[src/rtl/irq_controller.sv]
// -----------------------------------------------------------------------------
// irq_controller
//   Interrupt controller for the timer peripheral and other event sources.
//   Event lines are latched as pending (rising-edge or level per source), gated
//   by a per-source enable, and arbitrated with fixed priority (source 0 is
//   highest). A single CPU request is raised with an ack / end-of-interrupt
//   handshake. The register file sits on the peripheral bus.
//
//   Optional build macro: IRQ_SYNC_EN
//     defined   : each i_IrqSrc bit passes a 2-flop synchronizer before detection
//                 (edge to o_Irq latency 4 cycles)
//     undefined : sources are synchronous to i_Clk (edge to o_Irq latency 2)
//
// Ports
//   i_Clk, i_Rst        clock, asynchronous active-high reset
//   i_WEnable/WAddr/WData  bus write (index addressing)
//   i_REnable/RAddr     bus read request; o_RData valid the next cycle
//   o_RData, o_Err      registered read data and bus error
//   i_IrqSrc            event lines (bit 0 timer overflow, bit 1 timer one-pulse)
//   o_Irq, o_IrqId      registered interrupt request and requesting source ID
//   i_IrqAck            CPU acknowledge pulse
//
// Register map: 0 ENABLE, 1 PENDING (W1C), 2 EDGE, 3 STATUS (RO),
//               4 EOI (WO), 5 SWSET (WO, write-1-to-set)
// -----------------------------------------------------------------------------
module irq_controller #(
    parameter int N_SRC = 8,
    parameter int ID_W  = 4
) (
    input  logic              i_Clk,
    input  logic              i_Rst,
    input  logic              i_WEnable,
    input  logic [31:0]       i_WAddr,
    input  logic [31:0]       i_WData,
    input  logic              i_REnable,
    input  logic [31:0]       i_RAddr,
    output logic [31:0]       o_RData,
    output logic              o_Err,
    input  logic [N_SRC-1:0]  i_IrqSrc,
    output logic              o_Irq,
    output logic [ID_W-1:0]   o_IrqId,
    input  logic              i_IrqAck
);

    typedef enum logic [1:0] {
        ST_IDLE    = 2'd0,
        ST_ASSERT  = 2'd1,
        ST_SERVICE = 2'd2
    } state_t;

    state_t            state_r;
    logic [ID_W-1:0]   id_r;
    logic [N_SRC-1:0]  enable_r;
    logic [N_SRC-1:0]  edge_r;
    logic [N_SRC-1:0]  pending_r;
    logic [N_SRC-1:0]  src_prev_r;

    logic [N_SRC-1:0]  src_s;
    logic [N_SRC-1:0]  det_s;
    logic [N_SRC-1:0]  cand_s;
    logic [N_SRC-1:0]  id_oh_s;
    logic [N_SRC-1:0]  ack_clr_s;
    logic [N_SRC-1:0]  w1c_s;
    logic [N_SRC-1:0]  swset_s;
    logic [N_SRC-1:0]  enable_nxt_s;
    logic [N_SRC-1:0]  edge_nxt_s;
    logic [N_SRC-1:0]  pending_nxt_s;
    logic              eoi_s;
    logic              wr_err_s;
    logic              rd_err_s;
    logic [31:0]       rdata_s;
    logic [ID_W-1:0]   win_id_s;
    logic              win_vld_s;
    logic              unused_s;

    // Data bits above the source count carry no meaning in any register.
    assign unused_s = ^i_WData[31:N_SRC];

`ifdef IRQ_SYNC_EN
    logic [N_SRC-1:0] sync1_r;
    logic [N_SRC-1:0] sync2_r;

    // Two-flop synchronizer for asynchronous event lines.
    always_ff @(posedge i_Clk or posedge i_Rst) begin
        if (i_Rst) begin
            sync1_r <= '0;
            sync2_r <= '0;
        end else begin
            sync1_r <= i_IrqSrc;
            sync2_r <= sync1_r;
        end
    end
    assign src_s = sync2_r;
`else
    assign src_s = i_IrqSrc;
`endif

    // Edge sources fire on 0->1, level sources on every high cycle.
    assign det_s  = src_s & ((~src_prev_r & edge_r) | ~edge_r);
    assign cand_s = pending_r & enable_r;

    // Bus write decode: register updates, W1C/W1S masks, EOI and error flags.
    always_comb begin
        enable_nxt_s = enable_r;
        edge_nxt_s   = edge_r;
        w1c_s        = '0;
        swset_s      = '0;
        eoi_s        = 1'b0;
        wr_err_s     = 1'b0;
        if (i_WEnable) begin
            case (i_WAddr)
                32'd0:   enable_nxt_s = i_WData[N_SRC-1:0];
                32'd1:   w1c_s        = i_WData[N_SRC-1:0];
                32'd2:   edge_nxt_s   = i_WData[N_SRC-1:0];
                32'd3:   wr_err_s     = 1'b1;
                32'd4:   eoi_s        = 1'b1;
                32'd5:   swset_s      = i_WData[N_SRC-1:0];
                default: wr_err_s     = 1'b1;
            endcase
        end else begin
            eoi_s = 1'b0;
        end
    end

    // One-hot of the latched ID and the acknowledge clear (edge sources only).
    always_comb begin
        id_oh_s   = '0;
        ack_clr_s = '0;
        for (int i = 0; i < N_SRC; i++) begin
            id_oh_s[i] = (id_r == ID_W'(i));
        end
        if ((state_r == ST_ASSERT) && i_IrqAck) begin
            ack_clr_s = id_oh_s & edge_r;
        end else begin
            ack_clr_s = '0;
        end
    end

    // New events and software set override any clear in the same cycle.
    assign pending_nxt_s = (pending_r & ~(w1c_s | ack_clr_s)) | det_s | swset_s;

    // Fixed priority: lowest index wins, so scan from the top down.
    always_comb begin
        win_id_s  = '0;
        win_vld_s = 1'b0;
        for (int i = N_SRC - 1; i >= 0; i--) begin
            if (cand_s[i]) begin
                win_id_s  = ID_W'(i);
                win_vld_s = 1'b1;
            end else begin
                win_id_s  = win_id_s;
                win_vld_s = win_vld_s;
            end
        end
    end

    // Read mux; indices 4 and 5 are write-only and read as zero.
    always_comb begin
        rdata_s  = 32'd0;
        rd_err_s = 1'b0;
        case (i_RAddr)
            32'd0:   rdata_s[N_SRC-1:0] = enable_r;
            32'd1:   rdata_s[N_SRC-1:0] = pending_r;
            32'd2:   rdata_s[N_SRC-1:0] = edge_r;
            32'd3: begin
                rdata_s[9:8]      = state_r;
                rdata_s[ID_W-1:0] = id_r;
            end
            32'd4:   rdata_s  = 32'd0;
            32'd5:   rdata_s  = 32'd0;
            default: rd_err_s = 1'b1;
        endcase
    end

    // Configuration, pending and source-history registers.
    always_ff @(posedge i_Clk or posedge i_Rst) begin
        if (i_Rst) begin
            enable_r   <= '0;
            edge_r     <= '0;
            pending_r  <= '0;
            src_prev_r <= '0;
        end else begin
            enable_r   <= enable_nxt_s;
            edge_r     <= edge_nxt_s;
            pending_r  <= pending_nxt_s;
            src_prev_r <= src_s;
        end
    end

    // Bus response: a write wins over a simultaneous read; idle cycles hold.
    always_ff @(posedge i_Clk or posedge i_Rst) begin
        if (i_Rst) begin
            o_RData <= 32'd0;
            o_Err   <= 1'b0;
        end else if (i_WEnable) begin
            o_Err <= wr_err_s;
        end else if (i_REnable) begin
            o_Err <= rd_err_s;
            if (!rd_err_s) begin
                o_RData <= rdata_s;
            end
        end
    end

    // Request FSM. A request is withdrawn when software clears the latched
    // source's enable or pending bit, judged on the values being written now.
    always_ff @(posedge i_Clk or posedge i_Rst) begin
        if (i_Rst) begin
            state_r <= ST_IDLE;
            id_r    <= '0;
            o_Irq   <= 1'b0;
            o_IrqId <= '0;
        end else begin
            case (state_r)
                ST_IDLE: begin
                    if (win_vld_s) begin
                        state_r <= ST_ASSERT;
                        id_r    <= win_id_s;
                        o_Irq   <= 1'b1;
                        o_IrqId <= win_id_s;
                    end
                end
                ST_ASSERT: begin
                    if (i_IrqAck) begin
                        state_r <= ST_SERVICE;
                        o_Irq   <= 1'b0;
                    end else if (!(|(enable_nxt_s & pending_nxt_s & id_oh_s))) begin
                        state_r <= ST_IDLE;
                        o_Irq   <= 1'b0;
                    end
                end
                ST_SERVICE: begin
                    o_Irq <= 1'b0;
                    if (eoi_s) begin
                        state_r <= ST_IDLE;
                    end
                end
                default: begin
                    state_r <= ST_IDLE;
                    o_Irq   <= 1'b0;
                end
            endcase
        end
    end

endmodule

[config.mk]
export PLATFORM = sky130hd
export DESIGN_NAME = irq_controller
export DESIGN_NICKNAME = d
export VERILOG_FILES = /design/src/rtl/irq_controller.sv
export SDC_FILE = /design/constraint.sdc
export NUM_CORES = 1
export LEC_CHECK = 0
export CAP_MARGIN = 15
export CELL_PAD_IN_SITES_DETAIL_PLACEMENT = 1
export CELL_PAD_IN_SITES_GLOBAL_PLACEMENT = 2
export CORE_UTILIZATION = 23
export DETAILED_ROUTE_END_ITERATION = 16
export PLACE_DENSITY = 0.88
export SLEW_MARGIN = 0
export SYNTH_ARGS = -nofsm -noshare
export SYNTH_HDL_FRONTEND = slang
export SYNTH_SLANG_ARGS = --single-unit
[constraint.sdc]
create_clock -name i_Clk -period 2.5 [get_ports i_Clk]
set_input_delay 0.375 -clock i_Clk [delete_from_list [all_inputs] [get_ports i_Clk]]
set_output_delay 0.375 -clock i_Clk [all_outputs]
set_load 0.01 [all_outputs]
==> results.md <==
- Count of final max-slew check failures: 0
- First drt pass iteration count: 4
- Total wire length: 10.2 mm
- Count of H-tree levels built during CTS: 2
- Overall fraction of global-route tracks in use: 15.5%
- Worst Hold Class: in2async
- Drt drc: 0
- Critical R2R Launch: state_r[0]$_DFFE_PP0P_
- Count of max-cap constraint violations: 0
- Initial Util: 23.6%
- Arrival time of data at the critical path endpoint: 2.62 ns
- Synthesis-to-finish area growth: 57.0%
- Synth unique cells: 57
- Top cell types by occurrence after synthesis: dfrtp_1 (49), nand2_1 (38), buf_4 (24), inv_1 (17), o21ai_0 (16)
- Critical path's top delay family: simple AND/OR/NAND/NOR gates
- Synthesized instance count: 297
- Row Count: 41
- Master of the slowest instance on the critical path: nor4_4
- GP Congestion: 0.888
- Cell types occupying the most area after synthesis: dfrtp_1 (41%), buf_4 (6.0%), nor4_4 (5.0%), nand2_1 (4.8%), mux2_2 (3.8%)
- Clk slew on worst S/H paths: 0.06 ns
- Drt wl/cell: 16.7 um
- I/O pin count: 147
- Share of synthesized area occupied by flip-flops and latches: 41.1%
- Cell with the most instances on the worst path: nor4_4
- Launching element type of the critical path: input pin
- Later-pin clock latency in the skew report: 0.29 ns
- Via count of the first global-routing pass: 3111
- Most numerous cell in the Yosys netlist: dfrtp_1
- Overflow left after global routing: 0
- Final sum of negative setup slack: 0 ns
- TritonCTS clock tree: built
- Number of sinks on the clock net: 49
- Largest fanout on the critical path: 6
- Fill cells: 1450
- Worst Reg2Reg Path Length in Cells: 9
- Post-placement cell area: 0.00429 mm^2
- Max Clk Rate: 0.407 GHz
- Port Buf Inserts: 99
- Finish-stage setup viols: 0
- Final critical path time including I/O delays and setup: 2.46 ns
- PwrDens: 412 mW/mm^2
- Core Region: 0.0126 mm^2
- Clock skew after layout: 0.00635 ns
- Transition time at the pin with the least slew margin: 0.524 ns
- Wire length of the first global-routing pass: 16.1 mm
- Library cell occupying the most area in the post-synthesis netlist: dfrtp_1
- WS Path Type: in2reg
- Detailed Route Iter0 Violations: 123
- Number of enable-type register cells in the synthesized netlist: 0
- Hold Vio Cnt, Final: 0
- Period Utilization, post-route: 98.4%
- Total of hold buffers inserted after clock tree synthesis: 0
- Initial antenna violation count: 0
- Worst slew slack as a fraction of its limit: 65.0%
- Count of yosys warnings during synthesis: 0
- Number of clock buffers inserted by TritonCTS: 5
- Mean instance size in the synthesized netlist: 10.0 um^2
- HPWL reported at the end of detailed placement: 7.68 mm
- Post-synthesis cell area: 0.00298 mm^2
- Kind of capture point of the worst setup path: register
- Cell at the root of the clock tree: clkbuf_16
- Area enclosed by the die boundary: 0.0134 mm^2
- Most used DFF post-synth: dfrtp_1
- Number of buffers and inverters on the critical path: 2
- Share of cells above drive strength 1: 20.4%
- Maximum number of pins on one net before global-route repair: 25
- Result of the run: completed
- Ratio of routed vias to standard cells: 4.67
- Number of vias in the routed layout: 2839
- Source of the critical timing path: i_WAddr[22]
- Final design instance area without fill: 0.00468 mm^2
- Worst reg2reg path endpoint: state_r[0]$_DFFE_PP0P_
- CTS max path bufs: 2
- Reg2reg setup slack: 0.23 ns
- Multi-input gate area in the final layout: 0.00161 mm^2
- Static power due to leakage: 2.14 nW
- Post-layout net count: 544
- Sequential standard cell area: 0.00123 mm^2
- Horizontal extent of the die: 116 um
- Die Y: 116 um
- Antenna diode count: 0
- Worst VDD drop: 0.266 mV
- Maximum cell stage delay along the critical path: 0.40 ns
- Crit-path cells: dlygate4sd2_1 > nor4_4 > and4_4 > buf_6 > nand4_1 > a211o_1 > and4b_1 > nor4_4 > o211ai_1
- Total power of the final layout: 1.93 mW
- Number of synthesized register bits: 49
- Hold_ws: 0.452 ns
- Required time of the critical path: 2.66 ns
- Proportion of netlist area held by the largest area contributor: 41.1%
- Routed Antenna Nets: 0
- Share of synthesized registers carrying an async set or reset: 100%
==> sequential cells by signal, summed over array words and instances, names as in the netlist <==
| register | cells |
|---|---|
| edge_r | 8 |
| state_r | 2 |
| src_prev_r | 8 |
| pending_r | 8 |
| id_r | 3 |
| o_Err | 1 |
| o_RData | 10 |
| enable_r | 8 |
| o_Irq | 1 |
==> through the flow <==
stage	std cells	setup WS [ns]	util (%)
after floorplan	319	0.181	-
after global placement	588	-0.406	34.0
after detailed placement	588	-0.507	34.0
after CTS	603	0.00131	36.3
after global routing	608	-0.00725	37.1
final	608	0.0401	37.1
==> where the power goes <==
part	internal [mW]	switching, mW	leakage, nW	total (mW)
logic	0.142	0.111	1.43	0.253
registers	0.801	0.00373	0.619	0.804
clock network	0.572	0.298	0.0938	0.869
total	1.51	0.413	2.14	1.93
==> per-layer routing <==
metal	track usage, %	vias up	routed length, um
li1	-	1335	-
met2	28.0	97	5110
met4	4.96	0	154
met1	18.4	1395	4220
met3	2.98	12	666
met5	0	-	0
==> cells in the final DEF, fill, tap and decap left out, types with 7 or more instances in the layout <==
master / instances
dlymetal6s2s_1: 13
conb_1: 23
mux2i_1: 8
dfrtp_1: 49
nand2_1: 37
nor4_4: 8
nor2_1: 7
nand4_1: 12
inv_1: 16
a21boi_0: 7
clkdlybuf4s50_1: 71
mux2_2: 9
dlygate4sd2_1: 13
nor4_1: 7
buf_4: 38
o21ai_0: 16
a21oi_1: 10
==> worst reg2reg max path, cell delays in order (launching register included) <==
cell and delay (ns):
dfrtp_1 0.43, nand2_1 0.11, nor3_1 0.16, buf_4 0.18, buf_4 0.11, a31oi_1 0.09, a211o_1 0.35, and4b_1 0.26
nor4_4 0.33, o211ai_1 0.13
==> kinds of logic after synthesis <==
kind of cell,share of synthesized area [%]
buffers and inverters,9.61
muxes,9.61
and+or+nand+nor,23.7
AOI/OAI and AO/OA,15.9
other,0.126
DFF,41.1
==> cell type report <==
class                   count  area share (%)
clock buffers               5            2.67
clock inverters             3            1.39
inverters                  17            1.36
multi-input cells         220            34.4
flip-flops and latches     49            26.2
well taps                 172            4.60
repair buffers            142            29.4
==> how the worst max path moves through the flow <==
stage                             endpoint  slack [ns]  depth (start not counted)
floorplan           state_r[0]$_DFFE_PP0P_        0.18                          7
global placement    state_r[0]$_DFFE_PP0P_       -0.41                          8
detailed placement  state_r[0]$_DFFE_PP0P_       -0.51                          8
CTS                 state_r[0]$_DFFE_PP0P_       0.001                          8
global route        state_r[0]$_DFFE_PP0P_      -0.007                         11
finish              state_r[0]$_DFFE_PP0P_        0.04                          9
==> timing repair <==
item | 4_1_cts | 5_1_grt
buffers inserted | 7 | 5
setup endpoints to repair | 2 | 4
pin swaps | 18 | 16
gates resized for setup | 23 | 23
(Power assumes the default switching activity.)
==> patch 1 (config.mk and constraints unchanged) <==
Build with the macro `IRQ_SYNC_EN` defined.
--- a/src/rtl/irq_controller.sv
+++ b/src/rtl/irq_controller.sv
@@ -25,2 +25,4 @@
 // -----------------------------------------------------------------------------
+`define IRQ_SYNC_EN
+
 module irq_controller #(
Check against the original RTL: not equivalent (a bounded check fails within 4 cycles, from zero or initial values and one cycle with i_Rst high).
==> patch 1 against the original RTL <==
Wire length increased by 28%. Clock power is 43% higher. Critical path type unchanged. Sequential share of layout area rose by 1.3 points. Register-to-register slack got worse by 0.11 ns. Power grew 36%. Hold slack worse by 0.11 ns. Non-clock buffer count is 36 higher. Sequential cell count increased by 16. Final area up 26%. Largest cell class unchanged. Synthesized area is 15% higher. Via count up 21%. Worst setup slack better by 0.0065 ns. Critical endpoint is now o_Irq.
==> patch 1: results (changes against the original RTL) <==
status -> complete, no violations
sequential share of the synthesized area -> 47.3% (+6.1 points)
Int Pwr -> 2.04 mW (+34%)
grt met3 use -> 4.55% (+1.6 points)
global-route wire length before repair -> 19400 um (+20%)
comb_multi_in -> 257 (+17%)
arrival time worst endpoint -> 2.67 ns (+0.05 ns)
pin count of the biggest net entering global routing -> 66 (+160%)
fraction of synthesized area in multiplexers -> 7.45% (-2.2 points)
Yosys reg bits -> 65 (+33%)
fraction of area in multi-input gates -> 33.7% (-0.71 points)
setup bufs post-CTS -> 5 (-2)
r2r endpoint -> o_Irq
post-synthesis compound-gate area fraction -> 14.3% (-1.6 points)
met1 GRT Util -> 19.0% (+0.60 points)
non-filler cells, final -> 720 (+18%)
GP Congestion -> 0.891 (+0.35%)
clock network area share -> 4.90% (+0.84 points)
Max FO, Critical Path -> 3 (-3)
CTS resizes -> 47 (+100%)
Max stage delay on crit path -> 0.45 ns (+0.05 ns)
area grow syn2layout -> 72.0%
Seq power -> 1.08 mW (+34%)
routed wl met2 -> 6720 um (+32%)
combinational power share -> 11.5% (-1.6 points)
count of cell types in the netlist -> 49 (-14%)
top cells by area, synth -> dfrtp_1 47%, nand2_1 5.9%, buf_4 5.2%, nor4_1 3.3%, mux2i_1 3.2%
clock latency on the worst-skew pair -> 0.34 ns (+0.05 ns)
top cells by count, synth -> 65 x dfrtp_1, 54 x nand2_1, 24 x buf_4
Max VDD drop -> 0.000295 V (+11%)
initial DRC count -> 118 (-4.1%)
clock buffer count -> 13 (+8)
Slowest-stage cell, CP -> clkdlybuf4s50_1
FF-to-FF Start -> state_r[1]
Area after DPL -> 0.00504 mm^2 (+17%)
clock skew -> 0.0105 ns (+0.00418 ns)
## patch 1: changes by cell type in the layout (fill, tap and decap cells not counted), sizes merged, moves of 6 or more
| cell | before | now |
|---|---|---|
| buf | 43 | 79 |
| dfrtp | 49 | 65 |
| nand2 | 38 | 54 |
| dlygate4sd2 | 13 | 3 |
| clkbuf | 5 | 14 |
| dlymetal6s2s | 13 | 22 |
| nand3 | 5 | 14 |
| o41ai | 0 | 9 |
| nand2b | 0 | 8 |
| nand4 | 13 | 7 |
## patch 1: worst max-delay path by stage
| stage | from | to | slack, ns | cells past startpoint |
|---|---|---|---|---|
| after global placement | i_WAddr[12] | o_Irq | -0.78 | 11 |
| after global routing | i_WAddr[12] | o_Irq | -0.06 | 10 |
| after detailed placement | i_WAddr[11] | o_Irq | -0.80 | 11 |
| after CTS | i_WAddr[27] | state_r[0] | 0.002 | 11 |
| after floorplan | i_WAddr[12] | o_Irq | 0.21 | 8 |
| final | i_WAddr[12] | o_Irq | 0.05 | 10 |
==> patch 2 (config.mk and constraints unchanged) <==
Without the edit above. Register the input `i_IrqAck` before use, without a reset. The logic sees it one clock later. The other inputs are not delayed to match.
--- a/src/rtl/irq_controller.sv
+++ b/src/rtl/irq_controller.sv
@@ -50,2 +50,8 @@
 
+    logic i_IrqAck_q;
+
+    always_ff @(posedge i_Clk) begin
+        i_IrqAck_q <= i_IrqAck;
+    end
+
     state_t            state_r;
@@ -131,3 +137,3 @@
         end
-        if ((state_r == ST_ASSERT) && i_IrqAck) begin
+        if ((state_r == ST_ASSERT) && i_IrqAck_q) begin
             ack_clr_s = id_oh_s & edge_r;
@@ -223,3 +229,3 @@
                 ST_ASSERT: begin
-                    if (i_IrqAck) begin
+                    if (i_IrqAck_q) begin
                         state_r <= ST_SERVICE;
Function: changed (Yosys sat finds a counterexample within 4 cycles, from zero or initial values and one cycle with i_Rst high).
==> patch 2 against the original RTL <==
The flow now finishes with violations (negative setup slack). Register-to-register slack barely moved. Sequential cell count is 1 higher. Largest power group is now registers. Largest cell class unchanged. Power decreased by 2.8%. Clock power is 7.5% lower. Count of clock-buffer cells in the layout stayed put. Clock skew rose by 0.0010 ns. Wire length fell by 1.0%. Worst setup slack got worse by 0.19 ns. Non-clock buffer count shrank 8. Final area decreased by 2.8%. Highest routed layer unchanged. Critical path type unchanged. Final cell count fell by 0.49%. Synthesized area is 2.4% lower.
==> patch 2: results (changes against the original RTL) <==
CTS resizes -> 36 (+57%)
status -> complete, but fails checks
routed wire length per instance -> 16.6 um (-0.50%)
Non-clock inverters -> 13 (-4)
Data buffer area share -> 27.6% (-1.8 points)
vias in the first global route -> 3100 (-0.35%)
Seq/total area -> 27.4% (+1.2 points)
setup bufs post-CTS -> 4 (-3)
Slew headroom -> 61.0% (-4.0 points)
Max stage delay on crit path -> 0.60 ns (+0.20 ns)
clock network area share -> 3.82% (-0.24 points)
violated checks -> negative setup slack
Sw Pwr -> 0.436 mW (+5.5%)
Non-clk bufs -> 134 (-5.6%)
met2 Resource Use GR -> 28.2% (+0.19 points)
routed wl met3 -> 633 um (-5.0%)
grt met3 use -> 2.81% (-0.18 points)
sequential share of the synthesized area -> 42.8% (+1.7 points)
final setup fails -> 2 (+2)
global-route wire length before repair -> 15900 um (-1.3%)
Final WS setup -> -0.150 ns (-0.191 ns)
dpl ws -> -0.767 ns (-0.261 ns)
Area after DPL -> 0.00422 mm^2 (-1.7%)
syn avg cell area -> 9.48 um^2 (-5.6%)
P_leak -> 2.02 nW (-5.6%)
count of cell types in the netlist -> 53 (-7.0%)
clock skew -> 0.00735 ns (+0.000999 ns)
Final Core Density -> 37.4% (+0.32 points)
comb_multi_in -> 232 (+5.5%)
Final nets -> 545 (+0.18%)
GP Congestion -> 0.873 (-1.6%)
fraction of synthesized area in multiplexers -> 10.4% (+0.80 points)
Max VDD drop -> 0.000233 V (-13%)
met1 GRT Util -> 19.4% (+0.94 points)
initial DRC count -> 120 (-2.4%)
M1 WL -> 4350 um (+3.1%)
Setup TNS -> -0.248 ns (-0.248 ns)
vias -> 2849 (+0.35%)
==> patch 2: cell count changes in the layout (fill, tap and decap cells not counted), moves of 9 or more <==
| cell | unedited run | this run |
|---|---|---|
| buf_4 | 38 | 29 |
| clkdlybuf4s50_1 | 71 | 80 |
| dlygate4sd2_1 | 13 | 4 |
| dlymetal6s2s_1 | 13 | 4 |
| nand3_1 | 5 | 14 |
| nand4_1 | 12 | 2 |
==> patch 2: worst max-delay path by stage <==
stage	from	endpoint	slack (ns)	cells after the start
2_1_floorplan	i_WAddr[15]	o_Irq	-0.16	8
3_3_place_gp	i_WAddr[15]	o_Irq	-0.70	9
3_5_place_dp	i_WAddr[15]	o_Irq	-0.77	9
4_1_cts	i_WAddr[16]	o_Irq	-0.11	9
5_1_grt	i_WAddr[8]	o_Irq	-0.23	11
6_report	i_WAddr[8]	o_Irq	-0.15	11
